===== config.mk =====
export PLATFORM = sky130hd
export DESIGN_NAME = blackjack_round_sequencer_flat
export DESIGN_NICKNAME = d
export VERILOG_FILES = /design/src/rtl/blackjack_round_sequencer_pkg.sv /design/src/rtl/blackjack_round_sequencer_if.sv /design/src/rtl/blackjack_round_sequencer_card_fetch_unit.sv /design/src/rtl/blackjack_round_sequencer.sv /design/src/flat_wrapper.sv
export SDC_FILE = /design/constraint.sdc
export NUM_CORES = 1
export LEC_CHECK = 0
export CORE_UTILIZATION = 44
export DETAILED_ROUTE_END_ITERATION = 8
export PLACE_DENSITY = 0.73
export SETUP_SLACK_MARGIN = 0.1
export SLEW_MARGIN = 30
export SYNTH_ARGS = -nofsm -noshare
export SYNTH_HDL_FRONTEND = slang
export SYNTH_HIERARCHICAL = 1
export SYNTH_SLANG_ARGS = --single-unit

===== constraint.sdc =====
create_clock -name i_clk -period 2.2 [get_ports i_clk]
set_input_delay 0.44 -clock i_clk [delete_from_list [all_inputs] [get_ports i_clk]]
set_output_delay 0.44 -clock i_clk [all_outputs]
set_load 0.01 [all_outputs]

===== src/rtl/blackjack_round_sequencer_pkg.sv =====
// Shared types and rule defaults for the blackjack round datapath.
package blackjack_pkg;

   localparam int DEALER_STAND_DFLT = 17;
   localparam int BUST_LIMIT_DFLT   = 21;
   localparam int MAX_CARDS_DFLT    = 5;

   typedef logic [3:0] card;
   typedef logic [4:0] hand;

   typedef enum logic [3:0] {
      IDLE,
      CLEAR,
      DEAL_P1,
      DEAL_D1,
      DEAL_P2,
      DEAL_D2,
      CHECK_NATURAL,
      PLAYER_TURN,
      DEALER_TURN,
      SETTLE,
      DONE
   } gameState;

   typedef enum logic [1:0] {TURN_NONE, TURN_PLAYER, TURN_DEALER} turnIndicator;
   typedef enum logic [1:0] {RES_NONE, RES_PLAYER, RES_DEALER, RES_PUSH} result;
   typedef enum logic {DEST_PLAYER, DEST_DEALER} fetchDest;

endpackage


===== src/rtl/blackjack_round_sequencer_if.sv =====
// Handshake bundle between the round sequencer and the deck, hands, user input and display.
interface blackjack_round_sequencer_if;
   import blackjack_pkg::*;

   logic         i_start;
   logic         i_playerValid;
   logic         i_playerHit;
   logic         i_deckValid;
   card          i_deckCard;
   hand          i_playerSum;
   hand          i_dealerSum;
   logic [2:0]   i_playerCount;
   logic [2:0]   i_dealerCount;

   logic         o_deckReq;
   card          o_card;
   logic         o_playerLoad;
   logic         o_dealerLoad;
   logic         o_handClear;
   logic         o_holeHidden;
   turnIndicator o_turn;
   gameState     o_state;
   result        o_result;

   modport master (
      input  i_start, i_playerValid, i_playerHit, i_deckValid, i_deckCard,
             i_playerSum, i_dealerSum, i_playerCount, i_dealerCount,
      output o_deckReq, o_card, o_playerLoad, o_dealerLoad, o_handClear,
             o_holeHidden, o_turn, o_state, o_result
   );

   modport slave (
      output i_start, i_playerValid, i_playerHit, i_deckValid, i_deckCard,
             i_playerSum, i_dealerSum, i_playerCount, i_dealerCount,
      input  o_deckReq, o_card, o_playerLoad, o_dealerLoad, o_handClear,
             o_holeHidden, o_turn, o_state, o_result
   );

endinterface


===== src/rtl/blackjack_round_sequencer_card_fetch_unit.sv =====
// One-card fetch: hold the deck request, capture the card, strobe the chosen hand, allow one settle cycle.
//  state    | meaning
//  F_IDLE   | no fetch in flight
//  F_REQ    | o_deckReq high, waiting for i_deckValid
//  F_LOAD   | card and load strobe presented to the hand
//  F_SETTLE | hand sums valid; o_done high, a new fetch may launch
module card_fetch_unit
   import blackjack_pkg::*;
(
   input  logic     i_clk,
   input  logic     i_reset,
   input  logic     i_start,
   input  fetchDest i_dest,
   input  logic     i_deckValid,
   input  card      i_deckCard,
   output logic     o_deckReq,
   output card      o_card,
   output logic     o_playerLoad,
   output logic     o_dealerLoad,
   output logic     o_busy,
   output logic     o_done
);

   typedef enum logic [1:0] {F_IDLE, F_REQ, F_LOAD, F_SETTLE} fetchState;

   fetchState fState;
   fetchDest  destQ;

   always_ff @(posedge i_clk or posedge i_reset) begin
      if (i_reset) begin
         fState       <= F_IDLE;
         destQ        <= DEST_PLAYER;
         o_deckReq    <= 1'b0;
         o_card       <= '0;
         o_playerLoad <= 1'b0;
         o_dealerLoad <= 1'b0;
      end else begin
         o_playerLoad <= 1'b0;
         o_dealerLoad <= 1'b0;
         case (fState)
            F_IDLE, F_SETTLE: begin
               if (i_start) begin
                  o_deckReq <= 1'b1;
                  destQ     <= i_dest;
                  fState    <= F_REQ;
               end else begin
                  fState    <= F_IDLE;
               end
            end
            F_REQ: begin
               if (i_deckValid) begin
                  o_card       <= i_deckCard;
                  o_deckReq    <= 1'b0;
                  o_playerLoad <= (destQ == DEST_PLAYER);
                  o_dealerLoad <= (destQ == DEST_DEALER);
                  fState       <= F_LOAD;
               end
            end
            F_LOAD:  fState <= F_SETTLE;
            default: fState <= F_IDLE;
         endcase
      end
   end

   assign o_busy = (fState != F_IDLE);
   assign o_done = (fState == F_SETTLE);

endmodule


===== src/rtl/blackjack_round_sequencer.sv =====
// Round controller: owns the deck fetch, sequences deal, player turn, dealer turn and settlement.
//  state         | meaning
//  IDLE          | waiting for i_start after reset
//  CLEAR         | hands cleared, first deal fetch launched
//  DEAL_P1..D2   | one card each, alternating player/dealer
//  CHECK_NATURAL | resolve two-card 21s
//  PLAYER_TURN   | accept hit/stand from the player
//  DEALER_TURN   | dealer draws below the stand value, then compare
//  SETTLE        | result latched, hole card revealed
//  DONE          | result held until the next i_start
module blackjack_round_sequencer
   import blackjack_pkg::*;
#(
   parameter int DEALER_STAND = DEALER_STAND_DFLT,
   parameter int BUST_LIMIT   = BUST_LIMIT_DFLT,
   parameter int MAX_CARDS    = MAX_CARDS_DFLT
) (
   input logic                          i_clk,
   input logic                          i_reset,
   blackjack_round_sequencer_if.master  bus
);

   localparam hand        STAND = hand'(DEALER_STAND);
   localparam hand        BUST  = hand'(BUST_LIMIT);
   localparam logic [2:0] FULL  = 3'(MAX_CARDS);
   localparam logic [2:0] TWO   = 3'd2;

   gameState     state;
   turnIndicator turn;
   result        res;
   logic         handClear;
   logic         holeHidden;

   logic     fetchStart;
   fetchDest fetchSel;
   logic     fetchBusy;
   logic     fetchDone;
   logic     fetchReady;
   logic     finish;
   result    finishRes;

   logic playerNat, dealerNat, dealerDraws, standReq;

   card_fetch_unit fetch (
      .i_clk        (i_clk),
      .i_reset      (i_reset),
      .i_start      (fetchStart),
      .i_dest       (fetchSel),
      .i_deckValid  (bus.i_deckValid),
      .i_deckCard   (bus.i_deckCard),
      .o_deckReq    (bus.o_deckReq),
      .o_card       (bus.o_card),
      .o_playerLoad (bus.o_playerLoad),
      .o_dealerLoad (bus.o_dealerLoad),
      .o_busy       (fetchBusy),
      .o_done       (fetchDone)
   );

   // Sums are only trusted when no fetch is in flight or the last card has just settled.
   assign fetchReady  = !fetchBusy || fetchDone;
   assign playerNat   = (bus.i_playerSum == BUST) && (bus.i_playerCount == TWO);
   assign dealerNat   = (bus.i_dealerSum == BUST) && (bus.i_dealerCount == TWO);
   assign dealerDraws = (bus.i_dealerSum < STAND) && (bus.i_dealerCount < FULL);
   assign standReq    = !fetchBusy && bus.i_playerValid && !bus.i_playerHit;

   // Fetch launches are decoded from the current state so the request rises on the entry edge.
   always_comb begin
      fetchStart = 1'b0;
      fetchSel   = DEST_PLAYER;
      finish     = 1'b0;
      finishRes  = RES_NONE;
      case (state)
         CLEAR:   fetchStart = 1'b1;
         DEAL_P1: begin fetchStart = fetchDone; fetchSel = DEST_DEALER; end
         DEAL_D1: fetchStart = fetchDone;
         DEAL_P2: begin fetchStart = fetchDone; fetchSel = DEST_DEALER; end
         CHECK_NATURAL: begin
            finish = playerNat || dealerNat;
            if (playerNat && dealerNat) finishRes = RES_PUSH;
            else if (playerNat)         finishRes = RES_PLAYER;
            else                        finishRes = RES_DEALER;
         end
         PLAYER_TURN: begin
            fetchStart = !fetchBusy && bus.i_playerValid && bus.i_playerHit;
            if (fetchDone && bus.i_playerSum > BUST) begin
               finish    = 1'b1;
               finishRes = RES_DEALER;
            end else if (fetchDone && bus.i_playerCount == FULL) begin
               finish    = 1'b1;
               finishRes = RES_PLAYER;
            end
         end
         DEALER_TURN: begin
            fetchSel   = DEST_DEALER;
            fetchStart = fetchReady && dealerDraws;
            finish     = fetchReady && !dealerDraws;
            if (bus.i_dealerSum > BUST)                   finishRes = RES_PLAYER;
            else if (bus.i_playerSum > bus.i_dealerSum)   finishRes = RES_PLAYER;
            else if (bus.i_playerSum < bus.i_dealerSum)   finishRes = RES_DEALER;
            else                                          finishRes = RES_PUSH;
         end
         default: ;
      endcase
   end

   always_ff @(posedge i_clk or posedge i_reset) begin
      if (i_reset) begin
         state      <= IDLE;
         turn       <= TURN_NONE;
         res        <= RES_NONE;
         handClear  <= 1'b0;
         holeHidden <= 1'b0;
      end else begin
         handClear <= 1'b0;
         if (finish) begin
            state      <= SETTLE;
            res        <= finishRes;
            turn       <= TURN_NONE;
            holeHidden <= 1'b0;
         end else begin
            case (state)
               IDLE, DONE: begin
                  if (bus.i_start) begin
                     state      <= CLEAR;
                     handClear  <= 1'b1;
                     holeHidden <= 1'b1;
                     res        <= RES_NONE;
                     turn       <= TURN_NONE;
                  end
               end
               CLEAR:   state <= DEAL_P1;
               DEAL_P1: if (fetchDone) state <= DEAL_D1;
               DEAL_D1: if (fetchDone) state <= DEAL_P2;
               DEAL_P2: if (fetchDone) state <= DEAL_D2;
               DEAL_D2: if (fetchDone) state <= CHECK_NATURAL;
               CHECK_NATURAL: begin
                  state <= PLAYER_TURN;
                  turn  <= TURN_PLAYER;
               end
               PLAYER_TURN: begin
                  if ((fetchDone && bus.i_playerSum == BUST) || standReq) begin
                     state      <= DEALER_TURN;
                     turn       <= TURN_DEALER;
                     holeHidden <= 1'b0;
                  end
               end
               SETTLE:  state <= DONE;
               default: ;
            endcase
         end
      end
   end

   assign bus.o_state      = state;
   assign bus.o_turn       = turn;
   assign bus.o_result     = res;
   assign bus.o_handClear  = handClear;
   assign bus.o_holeHidden = holeHidden;

endmodule

===== src/flat_wrapper.sv =====
// flat-port wrapper written by rule: the top's interface ports become plain ports
module blackjack_round_sequencer_flat import blackjack_pkg::*;
#(
   parameter int DEALER_STAND = DEALER_STAND_DFLT,
   parameter int BUST_LIMIT   = BUST_LIMIT_DFLT,
   parameter int MAX_CARDS    = MAX_CARDS_DFLT
)
  (i_clk, i_reset, bus_i_start, bus_i_playerValid, bus_i_playerHit, bus_i_deckValid, bus_i_deckCard, bus_i_playerSum, bus_i_dealerSum, bus_i_playerCount, bus_i_dealerCount, bus_o_deckReq, bus_o_card, bus_o_playerLoad, bus_o_dealerLoad, bus_o_handClear, bus_o_holeHidden, bus_o_turn, bus_o_state, bus_o_result);
  blackjack_round_sequencer_if bus_i ();
  input logic i_clk;
  input logic i_reset;
  input wire logic [$bits(bus_i.i_start)-1:0] bus_i_start;
  input wire logic [$bits(bus_i.i_playerValid)-1:0] bus_i_playerValid;
  input wire logic [$bits(bus_i.i_playerHit)-1:0] bus_i_playerHit;
  input wire logic [$bits(bus_i.i_deckValid)-1:0] bus_i_deckValid;
  input wire logic [$bits(bus_i.i_deckCard)-1:0] bus_i_deckCard;
  input wire logic [$bits(bus_i.i_playerSum)-1:0] bus_i_playerSum;
  input wire logic [$bits(bus_i.i_dealerSum)-1:0] bus_i_dealerSum;
  input wire logic [$bits(bus_i.i_playerCount)-1:0] bus_i_playerCount;
  input wire logic [$bits(bus_i.i_dealerCount)-1:0] bus_i_dealerCount;
  output wire logic [$bits(bus_i.o_deckReq)-1:0] bus_o_deckReq;
  output wire logic [$bits(bus_i.o_card)-1:0] bus_o_card;
  output wire logic [$bits(bus_i.o_playerLoad)-1:0] bus_o_playerLoad;
  output wire logic [$bits(bus_i.o_dealerLoad)-1:0] bus_o_dealerLoad;
  output wire logic [$bits(bus_i.o_handClear)-1:0] bus_o_handClear;
  output wire logic [$bits(bus_i.o_holeHidden)-1:0] bus_o_holeHidden;
  output wire logic [$bits(bus_i.o_turn)-1:0] bus_o_turn;
  output wire logic [$bits(bus_i.o_state)-1:0] bus_o_state;
  output wire logic [$bits(bus_i.o_result)-1:0] bus_o_result;
  assign bus_i.i_start = bus_i_start;
  assign bus_i.i_playerValid = bus_i_playerValid;
  assign bus_i.i_playerHit = bus_i_playerHit;
  assign bus_i.i_deckValid = bus_i_deckValid;
  assign bus_i.i_deckCard = bus_i_deckCard;
  assign bus_i.i_playerSum = bus_i_playerSum;
  assign bus_i.i_dealerSum = bus_i_dealerSum;
  assign bus_i.i_playerCount = bus_i_playerCount;
  assign bus_i.i_dealerCount = bus_i_dealerCount;
  assign bus_o_deckReq = bus_i.o_deckReq;
  assign bus_o_card = bus_i.o_card;
  assign bus_o_playerLoad = bus_i.o_playerLoad;
  assign bus_o_dealerLoad = bus_i.o_dealerLoad;
  assign bus_o_handClear = bus_i.o_handClear;
  assign bus_o_holeHidden = bus_i.o_holeHidden;
  assign bus_o_turn = bus_i.o_turn;
  assign bus_o_state = bus_i.o_state;
  assign bus_o_result = bus_i.o_result;
  blackjack_round_sequencer #(.DEALER_STAND(DEALER_STAND), .BUST_LIMIT(BUST_LIMIT), .MAX_CARDS(MAX_CARDS)) u_core (.i_clk(i_clk), .i_reset(i_reset), .bus(bus_i));
endmodule

==> results.py, run 1 <==
metrics = {
    "clock_tree": {
        "path_clk_slew_ns": 0.11,
        "root_buffer": "clkbuf_4",
        "cts_max_level": 1,
        "clkLatencyLatePin_ns": 0.31,
        "postCtsHoldBufs": 0,
        "cts_buffers": 3,
        "cts.sinks": 20,
        "clock_path_buffers": 2,
        "cts_tree": "built",
    },
    "die": {
        "placementRows": 21,
        "ios": 43,
        "dieHeight_um": 61.0,
        "die_w_um": 61.0,
        "dieArea_um2": 3730,
        "initial_utilization_pct": 46.0,
        "design.core.area_um2": 3340,
    },
    "grt": {
        "grt_max_degree": 16,
        "gr-total-overflow": 0,
        "grt_pass1_wl_um": 6420,
        "grt_use_total_pct": 23.2,
        "antenna_found_initial": 0,
        "first_global_vias": 1561,
    },
    "setup_path": {
        "start_kind": "flop",
        "critPathBufInv": 2,
        "cp_slowest_cell": "clkdlybuf4s50_1",
        "crit_chain": "buf_4, clkdlybuf4s50_1",
        "critPathMaxStageDelay_ns": 0.55,
        "critPathKind": "reg -> out",
        "critPathRequiredTime_ns": 1.76,
        "cp_top_family": "buffers and inverters",
        "cp_max_fo": 12,
        "cp-end-kind": "primary output",
        "cp.arrival_ns": 1.57,
    },
    "logic_synthesis": {
        "synth_area_um2": 1530,
        "ys_types": 52,
        "synthCells": 167,
        "synthFlopType": "dfrtp_1",
        "syn_avg_cell_area_um2": 9.19,
        "synth_common_cells": "dfrtp_1, inv_1, nand2_1",
        "synth_seq_cells": 20,
        "yosysWarnings": 6,
        "yosysTopAreaCell": "dfrtp_1",
        "yosysMostFrequentCell": "dfrtp_1",
        "synth-edff-count": 0,
        "ys_top_cells_by_area": "dfrtp_1, ha_1, inv_1",
        "synth_async_sr_flop_share_pct": 100,
        "synth-seq-area-share_pct": 32.6,
        "yosysTopAreaCellShare_pct": 32.6,
        "syn-num-nets": 203,
    },
    "placed_design": {
        "gp_congestion": 0.871,
        "io_buffers": 42,
        "dpl.hpwl_um": 3240,
    },
    "power": {
        "power.density_nw_per_um2": 1100,
        "ir_worst_vdd_uv": 570,
        "p_leak_nw": 1.01,
    },
    "drt": {
        "routed_via_density": 5.57,
        "vias": 1527,
        "finalWirelength_um": 4070,
        "remaining_drc_errors": 0,
        "wl_per_cell_um": 14.9,
        "drt_iter0_drc": 68,
        "ant_nets": 0,
        "firstDrtPassIters": 4,
    },
    "sta": {
        "clock.fmax_mhz": 496,
        "rsz0062_at_grt": "false",
        "finalMaxSlewViolations": 0,
        "worstMarginPinSlew_ns": 0.398,
        "tns_ns": 0,
        "period_needed_ns": 2.01,
        "hold_ws_ns": 0.419,
        "finalCritPeriodShare_pct": 91.6,
        "slew_headroom_pct": 73.5,
        "fin_skew_ns": 0.00161,
        "hold_viol": 0,
        "setup_viol": 0,
    },
    "job": {
        "drv_cap": 0,
    },
    "min_path": {
        "hold_path.class": "in -> async",
    },
    "final_layout": {
        "insertedDiodeCount": 0,
        "num-nets-final": 265,
        "drive_above_1_share_pct": 19.3,
        "area_growth_pct": 43.2,
    },
    "run_status": {
        "status": "complete, no violations",
    },
}
-- report_power, final --
| part | total (W) | switching, W | internal, W |
|---|---|---|---|
| logic | 0.00153 | 0.000725 | 0.000804 |
| registers | 0.000665 | 0.000140 | 0.000525 |
| clock network | 0.000219 | 0.000118 | 0.000101 |
-- final cells by class --
class | count | area (µm²)
inverters | 16 | 60.1
repair buffers | 64 | 586
flip-flops and latches | 20 | 502
multi-input cells | 124 | 956
clock buffers | 4 | 36.3
fillers | 295 | 1140
well taps | 46 | 57.6
-- stage by stage --
step / area (µm²) / total power (W) / setup WS (ns) / utilization, % / instances
final: 2200 / 0.00241 / 0.186 / 65.8 / 274
after global routing: 2200 / 0.00260 / 0.103 / 65.8 / 274
after CTS: 2160 / 0.00238 / 0.145 / 64.8 / 272
after detailed placement: 2130 / 0.00215 / -0.144 / 63.7 / 268
after global placement: 2130 / 0.00210 / -0.105 / 63.7 / 268
after floorplan: 1530 / 0.00157 / 0.214 / - / 167
-- routing by layer --
metal | track usage (%) | vias up | wire length (µm)
met5 | 0 | - | 0
li1 | - | 738 | -
met4 | 11.0 | 0 | 92
met3 | 3.15 | 8 | 206
met2 | 43.6 | 62 | 2100
met1 | 25.5 | 719 | 1670
-- sequential cells by signal, summed over array words and instances, names as in the netlist, 2 cells and up --
| register | count |
|---|---|
| u_core/bus.o_turn | 2 |
| u_core/fetch/o_card | 4 |
| u_core/bus.o_result | 2 |
| u_core/fetch/fState | 2 |
| u_core/bus.o_state | 4 |
-- worst register-to-register path: cells and delay by family, from the launching register on --
| kind | cells | cell delay (ns) |
|---|---|---|
| AO/OA/AOI/OAI | 3 | 0.74 |
| flip-flops | 1 | 0.45 |
| AND/OR/NAND/NOR | 2 | 0.69 |
-- kinds of logic after synthesis --
group | count (synthesis) | synth area share [%]
AO/OA/AOI/OAI | 45 | 21.8
XOR/XNOR | 1 | 0.571
adder cells (fa/ha/maj) | 10 | 8.16
buffers and inverters | 23 | 6.28
flip-flops | 20 | 32.6
multiplexers | 8 | 6.61
AND/OR/NAND/NOR | 60 | 24.0
-- placed cells by master (no fill, tap or decap), drive strengths merged, types with 2 or more instances in the layout --
cell,n
mux2,5
inv,16
nor3b,2
o211a,2
o21ai,15
nor2,7
nor4bb,4
nor4,3
nand3,6
dfrtp,20
and2,4
and3,3
buf,22
nor2b,2
nand4b,2
a311o,2
clkdlybuf4s50,42
nor3,3
a21o,3
nand2,15
nand4,2
ha,10
a31o,3
a21oi,5
nand2b,4
clkbuf,4
a221o,3
mux2i,3
-- final timing paths --
check                      slack, ns  cells after the start                         to                   from
setup reg to reg                0.20                      5       u_core/bus.o_turn[0]  u_core/bus.o_state[0]
setup / recovery                0.19                      2             bus_o_state[2]  u_core/bus.o_state[2]
max in group asynchronous       1.48                      2      u_core/bus.o_state[3]                i_reset
hold / removal                  0.42                      2     u_core/fetch/o_card[1]                i_reset
min in group i_clk              0.48                      1  u_core/fetch/o_playerLoad     u_core/fetch/destQ
hold reg to reg                 0.48                      1  u_core/fetch/o_playerLoad     u_core/fetch/destQ
-- repair_timing --
item	4_1_cts	5_1_grt
gates resized for setup	0	6
buffers inserted	0	2
setup endpoints to repair	0	4
Power figures use the tool's default switching activity.
==> inputs of run 2 (changes only) <==
--- a/config.mk
+++ b/config.mk
@@ -5,12 +5,13 @@
 export SDC_FILE = /design/constraint.sdc
 export NUM_CORES = 1
 export LEC_CHECK = 0
-export CORE_UTILIZATION = 44
+export CORE_UTILIZATION = 43
 export DETAILED_ROUTE_END_ITERATION = 8
-export PLACE_DENSITY = 0.73
+export PLACE_DENSITY = 0.75
 export SETUP_SLACK_MARGIN = 0.1
 export SLEW_MARGIN = 30
 export SYNTH_ARGS = -nofsm -noshare
 export SYNTH_HDL_FRONTEND = slang
 export SYNTH_HIERARCHICAL = 1
 export SYNTH_SLANG_ARGS = --single-unit
+export TNS_END_PERCENT = 20
==> constraint.sdc (replaced) <==
create_clock -name i_clk -period 1.7 [get_ports i_clk]
set_input_delay 0.34 -clock i_clk [delete_from_list [all_inputs] [get_ports i_clk]]
set_output_delay 0.34 -clock i_clk [all_outputs]
set_load 0.01 [all_outputs]
==> run 2 against run 1 <==
The flow now finishes with violations (setup timing). Worst hold slack got worse by 0.11 ns. Clock power rose by 82%. Global-route usage rose by 0.96 points. Register-to-register slack got worse by 0.40 ns. Clock-buffer cell count fell by 1. Largest power group unchanged. Combinational power rose by 51%. Non-clock buffer count rose by 21. Final area rose by 9.0%. Clock skew rose by 0.013 ns. Wire length rose by 7.8%. Setup slack got worse by 0.39 ns.
==> results.py, run 2 (synthesized netlist as in run 1, its figures left out) <==
metrics = {
    "drt": {
        "routed_via_density": 5.59,
        "wl_per_cell_um": 14.9,
        "wl_met1_um": 1860,
        "wl_met3_um": 197,
        "firstDrtPassIters": 4,
        "drt_iter0_drc": 75,
        "vias": 1649,
        "ant_nets": 0,
        "finalWirelength_um": 4390,
        "route.met2.wl_um": 2270,
        "highest_layer": "met4",
        "remaining_drc_errors": 0,
    },
    "power": {
        "p_int_w": 0.00211,
        "power.density_nw_per_um2": 1460,
        "p_total_w": 0.00350,
        "switching_power_w": 0.00139,
        "swShare_pct": 39.7,
        "p_comb_share_pct": 65.9,
        "ir_worst_vdd_uv": 862,
        "p_leak_nw": 1.15,
        "pwr-share-seq_pct": 22.8,
        "pwr-share-clk_pct": 11.4,
    },
    "sta": {
        "rsz0062_at_grt": "true",
        "worstMarginPinSlew_ns": 0.406,
        "tns_ns": -1.62,
        "period_needed_ns": 1.90,
        "fin_skew_ns": 0.0143,
        "clock.fmax_mhz": 526,
        "hold_viol": 0,
        "finalCritPeriodShare_pct": 112,
        "setup_viol": 11,
        "slew_headroom_pct": 72.9,
        "setup_ws_ns": -0.200,
        "finalMaxSlewViolations": 0,
    },
    "grt": {
        "gr-total-overflow": 0,
        "grt_max_degree": 19,
        "antenna_found_initial": 0,
        "first_global_vias": 1603,
        "grt_pass1_wl_um": 6830,
        "grt_use_total_pct": 24.1,
    },
    "min_path": {
        "hold_path.class": "in -> async",
    },
    "job": {
        "drv_cap": 0,
    },
    "setup_path": {
        "cp_slowest_cell": "or4b_4",
        "start_kind": "flop",
        "critPathMaxStageDelay_ns": 0.55,
        "cp_max_fo": 7,
        "critPathRequiredTime_ns": 1.92,
        "cpMostUsedCell": "a221o_1",
        "crit_chain": "or4b_4, a221o_1, nand3_4, a21oi_4, a221o_1",
        "cp.arrival_ns": 2.12,
        "critPathKind": "reg -> reg",
        "cp-end-kind": "flop",
    },
    "clock_tree": {
        "root_buffer": "clkbuf_4",
        "cts_tree": "built",
        "path_clk_slew_ns": 0.13,
        "cts_buffers": 3,
        "cts_max_level": 1,
        "clkLatencyLatePin_ns": 0.32,
        "clock_path_buffers": 2,
        "cts.sinks": 20,
    },
    "final_layout": {
        "fin_area_um2": 2390,
        "fillers": 261,
        "finalNonFillerCells": 295,
        "drive_above_1_share_pct": 28.5,
        "insertedDiodeCount": 0,
        "area_growth_pct": 56.1,
        "layout_commonest_cell": "buf_4",
        "layout_common_cells": "buf_4, clkdlybuf4s50_1, dfrtp_1",
        "num-nets-final": 286,
    },
    "placed_design": {
        "io_buffers": 42,
        "gp_congestion": 0.847,
        "placedCellCount": 288,
        "dp_slack_ns": -0.568,
        "dpl.hpwl_um": 3330,
        "placed_area_um2": 2280,
    },
    "die": {
        "die_w_um": 61.7,
        "design.core.area_um2": 3390,
        "ios": 43,
        "dieArea_um2": 3810,
        "placementRows": 21,
        "dieHeight_um": 61.7,
        "initial_utilization_pct": 45.3,
    },
    "run_status": {
        "violations": "setup timing",
        "status": "finished, violations left",
    },
}
[run 2: power groups by stage]
stage | logic [W] | clock network (W) | registers [W]
final | 0.00231 | 0.000398 | 0.000798
after global routing | 0.00250 | 0.000429 | 0.000823
after CTS | 0.00221 | 0.000408 | 0.000800
after detailed placement | 0.00222 | 0 | 0.000805
after global placement | 0.00215 | 0 | 0.000794
after floorplan | 0.00115 | 0 | 0.000884
[run 2: stage by stage]
stage                     util (%)  hold slack, ns
after detailed placement      67.1           0.441
after floorplan                  -           0.180
after global routing          70.7           0.363
after CTS                     69.3           0.322
after global placement        67.1           0.438
final                         70.7           0.308
[run 2: path summary, 6_finish.rpt]
| path | start | to | slack (ns) | cells after the start |
|---|---|---|---|---|
| setup / recovery | u_core/bus.o_state[0] | u_core/bus.o_turn[0] | -0.20 | 5 |
| setup reg to reg | u_core/bus.o_state[0] | u_core/bus.o_turn[0] | -0.20 | 5 |
| min in group i_clk | u_core/fetch/destQ | u_core/fetch/o_playerLoad | 0.46 | 1 |
| hold reg to reg | u_core/fetch/destQ | u_core/fetch/o_playerLoad | 0.46 | 1 |
| max in group asynchronous | i_reset | u_core/fetch/fState[1] | 1.10 | 2 |
| hold / removal | i_reset | u_core/fetch/o_card[3] | 0.31 | 2 |
[run 2: area by class of cell]
class / count / area, µm² / area share (%)
multi-input cells: 124 / 986 / 41.2
inverters: 16 / 60.1 / 2.51
well taps: 46 / 57.6 / 2.40
flip-flops and latches: 20 / 500 / 20.9
clock inverters: 1 / 30.0 / 1.25
clock buffers: 3 / 22.5 / 0.940
repair buffers: 85 / 738 / 30.8
[run 2: repair_timing]
action / 4_1_cts / 5_1_grt
setup buffers: 1 / 2
gates resized for setup: 17 / 8
pin swaps: 2 / 4
hold endpoints to repair: 0 / 0
endpoints found under the setup margin: 19 / 18
hold buffers: 0 / 0
[run 2: per-layer routing]
layer | vias up | track usage [%]
met5 | - | 0
met4 | 0 | 8.89
met3 | 7 | 3.73
met2 | 53 | 43.9
met1 | 811 | 28.6
li1 | 778 | -
[run 2: critical path, delay by kind of cell (launching register included)]
family / cells / cell delay, ns
AO/OA/AOI/OAI: 3 / 0.71
flip-flops: 1 / 0.40
AND/OR/NAND/NOR: 2 / 0.69
==> inputs of run 3 (changes only) <==
--- a/config.mk
+++ b/config.mk
@@ -5,9 +5,10 @@
 export SDC_FILE = /design/constraint.sdc
 export NUM_CORES = 1
 export LEC_CHECK = 0
+export ABC_CLOCK_PERIOD_IN_PS = 1700
 export CORE_UTILIZATION = 43
 export DETAILED_ROUTE_END_ITERATION = 8
-export PLACE_DENSITY = 0.75
+export PLACE_DENSITY_LB_ADDON = 0.08
 export SETUP_SLACK_MARGIN = 0.1
 export SLEW_MARGIN = 30
 export SYNTH_ARGS = -nofsm -noshare
==> run 3 against run 2 <==
The flow still finishes with violations (setup timing). Utilization rose by 1.4 points. Critical path depth did not move. Total power rose by 3.1%. Sequential share of layout area fell by 0.41 points. Cell count rose by 0.68%. Die area did not move. Sequential power rose by 0.8%. Setup slack improved by 0.00066 ns. Combinational power rose by 5%. First-iteration DRC count fell by 20%. Wire length fell by 2.2%. Highest routed layer unchanged.
==> results.py, run 3 (synthesized netlist as in run 1, its figures left out) <==
metrics = {
    "sta": {
        "rsz0062_at_grt": "true",
        "slew_headroom_pct": 72.4,
        "period_needed_ns": 1.90,
        "finalMaxSlewViolations": 0,
        "worstMarginPinSlew_ns": 0.409,
        "clock.fmax_mhz": 526,
        "setup_ws_ns": -0.199,
        "finalCritPeriodShare_pct": 112,
        "hold_viol": 0,
        "fin_skew_ns": 0.00214,
        "setup_viol": 11,
    },
    "final_layout": {
        "area_growth_pct": 59.2,
        "layout_common_cells": "buf_4, clkdlybuf4s50_1, dfrtp_1",
        "layout_commonest_cell": "buf_4",
        "insertedDiodeCount": 0,
        "drive_above_1_share_pct": 31.5,
        "fillers": 267,
        "finalNonFillerCells": 297,
        "num-nets-final": 288,
    },
    "drt": {
        "firstDrtPassIters": 4,
        "routed_via_density": 5.43,
        "wl_per_cell_um": 14.4,
        "finalWirelength_um": 4290,
        "vias": 1614,
        "drt_iter0_drc": 60,
        "ant_nets": 0,
        "remaining_drc_errors": 0,
    },
    "placed_design": {
        "dpl.hpwl_um": 3320,
        "gp_congestion": 0.973,
        "io_buffers": 42,
        "placedCellCount": 291,
        "dp_slack_ns": -0.553,
    },
    "setup_path": {
        "critPathMaxStageDelay_ns": 0.55,
        "critPathKind": "reg -> reg",
        "cpMostUsedCell": "a221o_1",
        "cp_max_fo": 7,
        "cp_slowest_cell": "or4b_4",
        "cp-end-kind": "flop",
        "crit_chain": "or4b_4, a221o_1, nand3_4, a21oi_4, a221o_1",
        "cp.arrival_ns": 2.09,
        "critPathRequiredTime_ns": 1.89,
        "start_kind": "flop",
    },
    "clock_tree": {
        "cts_max_level": 1,
        "cts_tree": "built",
        "cts.sinks": 20,
        "root_buffer": "clkbuf_4",
        "postCtsHoldBufs": 0,
        "clkLatencyLatePin_ns": 0.30,
        "path_clk_slew_ns": 0.11,
        "cts_buffers": 3,
        "clock_path_buffers": 2,
    },
    "die": {
        "placementRows": 21,
        "ios": 43,
        "dieHeight_um": 61.7,
        "initial_utilization_pct": 45.3,
        "die_w_um": 61.7,
        "design.core.area_um2": 3390,
        "dieArea_um2": 3810,
    },
    "min_path": {
        "hold_path.class": "in -> async",
    },
    "grt": {
        "gr-total-overflow": 0,
        "first_global_vias": 1602,
        "grt_max_degree": 14,
        "grt_pass1_wl_um": 6730,
        "grt_use_total_pct": 23.7,
        "antenna_found_initial": 0,
    },
    "job": {
        "drv_cap": 0,
    },
    "run_status": {
        "status": "finished, violations left",
        "violations": "setup timing",
    },
    "power": {
        "power.density_nw_per_um2": 1480,
        "p_leak_nw": 1.22,
        "ir_worst_vdd_uv": 972,
    },
}
## run 3: cell types whose count changed in the layout (fill, tap and decap cells not counted), sizes merged
cell | previous run | this run
clkdlybuf4s50 | 35 | 26
dlymetal6s2s | 0 | 8
clkbuf | 3 | 4
buf | 44 | 46
## run 3: per-stage QoR
step / util [%] / cell area, µm² / hold WS (ns) / power [W] / TNS, ns
floorplan: - / 1530 / 0.180 / 0.00203 / -1.61
global placement: 67.8 / 2300 / 0.431 / 0.00305 / -5.38
detailed placement: 67.8 / 2300 / 0.440 / 0.00310 / -5.69
global route: 72.1 / 2440 / 0.370 / 0.00388 / -2.13
finish: 72.1 / 2440 / 0.321 / 0.00361 / -1.23
CTS: 70.8 / 2400 / 0.335 / 0.00359 / -1.39
## run 3: worst paths after layout
check | cells past startpoint | to | from | slack, ns
max | 5 | u_core/bus.o_turn[0] | u_core/bus.o_state[0] | -0.20
min | 2 | u_core/fetch/o_card[0] | i_reset | 0.32
max reg2reg | 5 | u_core/bus.o_turn[0] | u_core/bus.o_state[0] | -0.20
min reg2reg | 1 | u_core/fetch/o_playerLoad | u_core/fetch/destQ | 0.45
max in group asynchronous | 2 | u_core/bus.o_state[0] | i_reset | 1.10
min in group i_clk | 1 | u_core/fetch/o_playerLoad | u_core/fetch/destQ | 0.45
## run 3: repair_timing
action / 4_1_cts / 5_1_grt
setup buffers: 1 / 1
gates cloned: 0 / 0
gates resized for setup: 23 / 20
endpoints found under the setup margin: 16 / 19
pin swaps: 3 / 4
## run 3: final cells by class
cell class	count	area [µm²]	area share (%)
repair buffers	87	768	31.5
clock buffers	3	22.5	0.922
well taps	46	57.6	2.36
flip-flops and latches	20	500	20.5
inverters	16	62.6	2.56
multi-input cells	124	1000	41.0
clock inverters	1	30.0	1.23
## run 3: metal layers
| metal | up-vias | share of wire [%] | global-route usage, % | wire (µm) |
|---|---|---|---|---|
| met5 | - | 0 | 0 | 0 |
| met4 | 0 | 1.5 | 6.03 | 65 |
| met3 | 10 | 3.4 | 3.31 | 146 |
| met2 | 40 | 49 | 40.6 | 2110 |
| met1 | 779 | 46 | 31.6 | 1970 |
| li1 | 785 | - | - | - |
## run 3: where the power goes
part / switching (W) / internal [W]
Clock: 0.000147 / 0.000238
Combinational: 0.00112 / 0.00130
Sequential: 0.000126 / 0.000678
## run 3: worst max-delay path: cells and delay by family (launching register included)
kind               cells  cell delay (ns)
DFF                    1             0.40
and+or+nand+nor        2             0.68
AOI/OAI and AO/OA      3             0.70
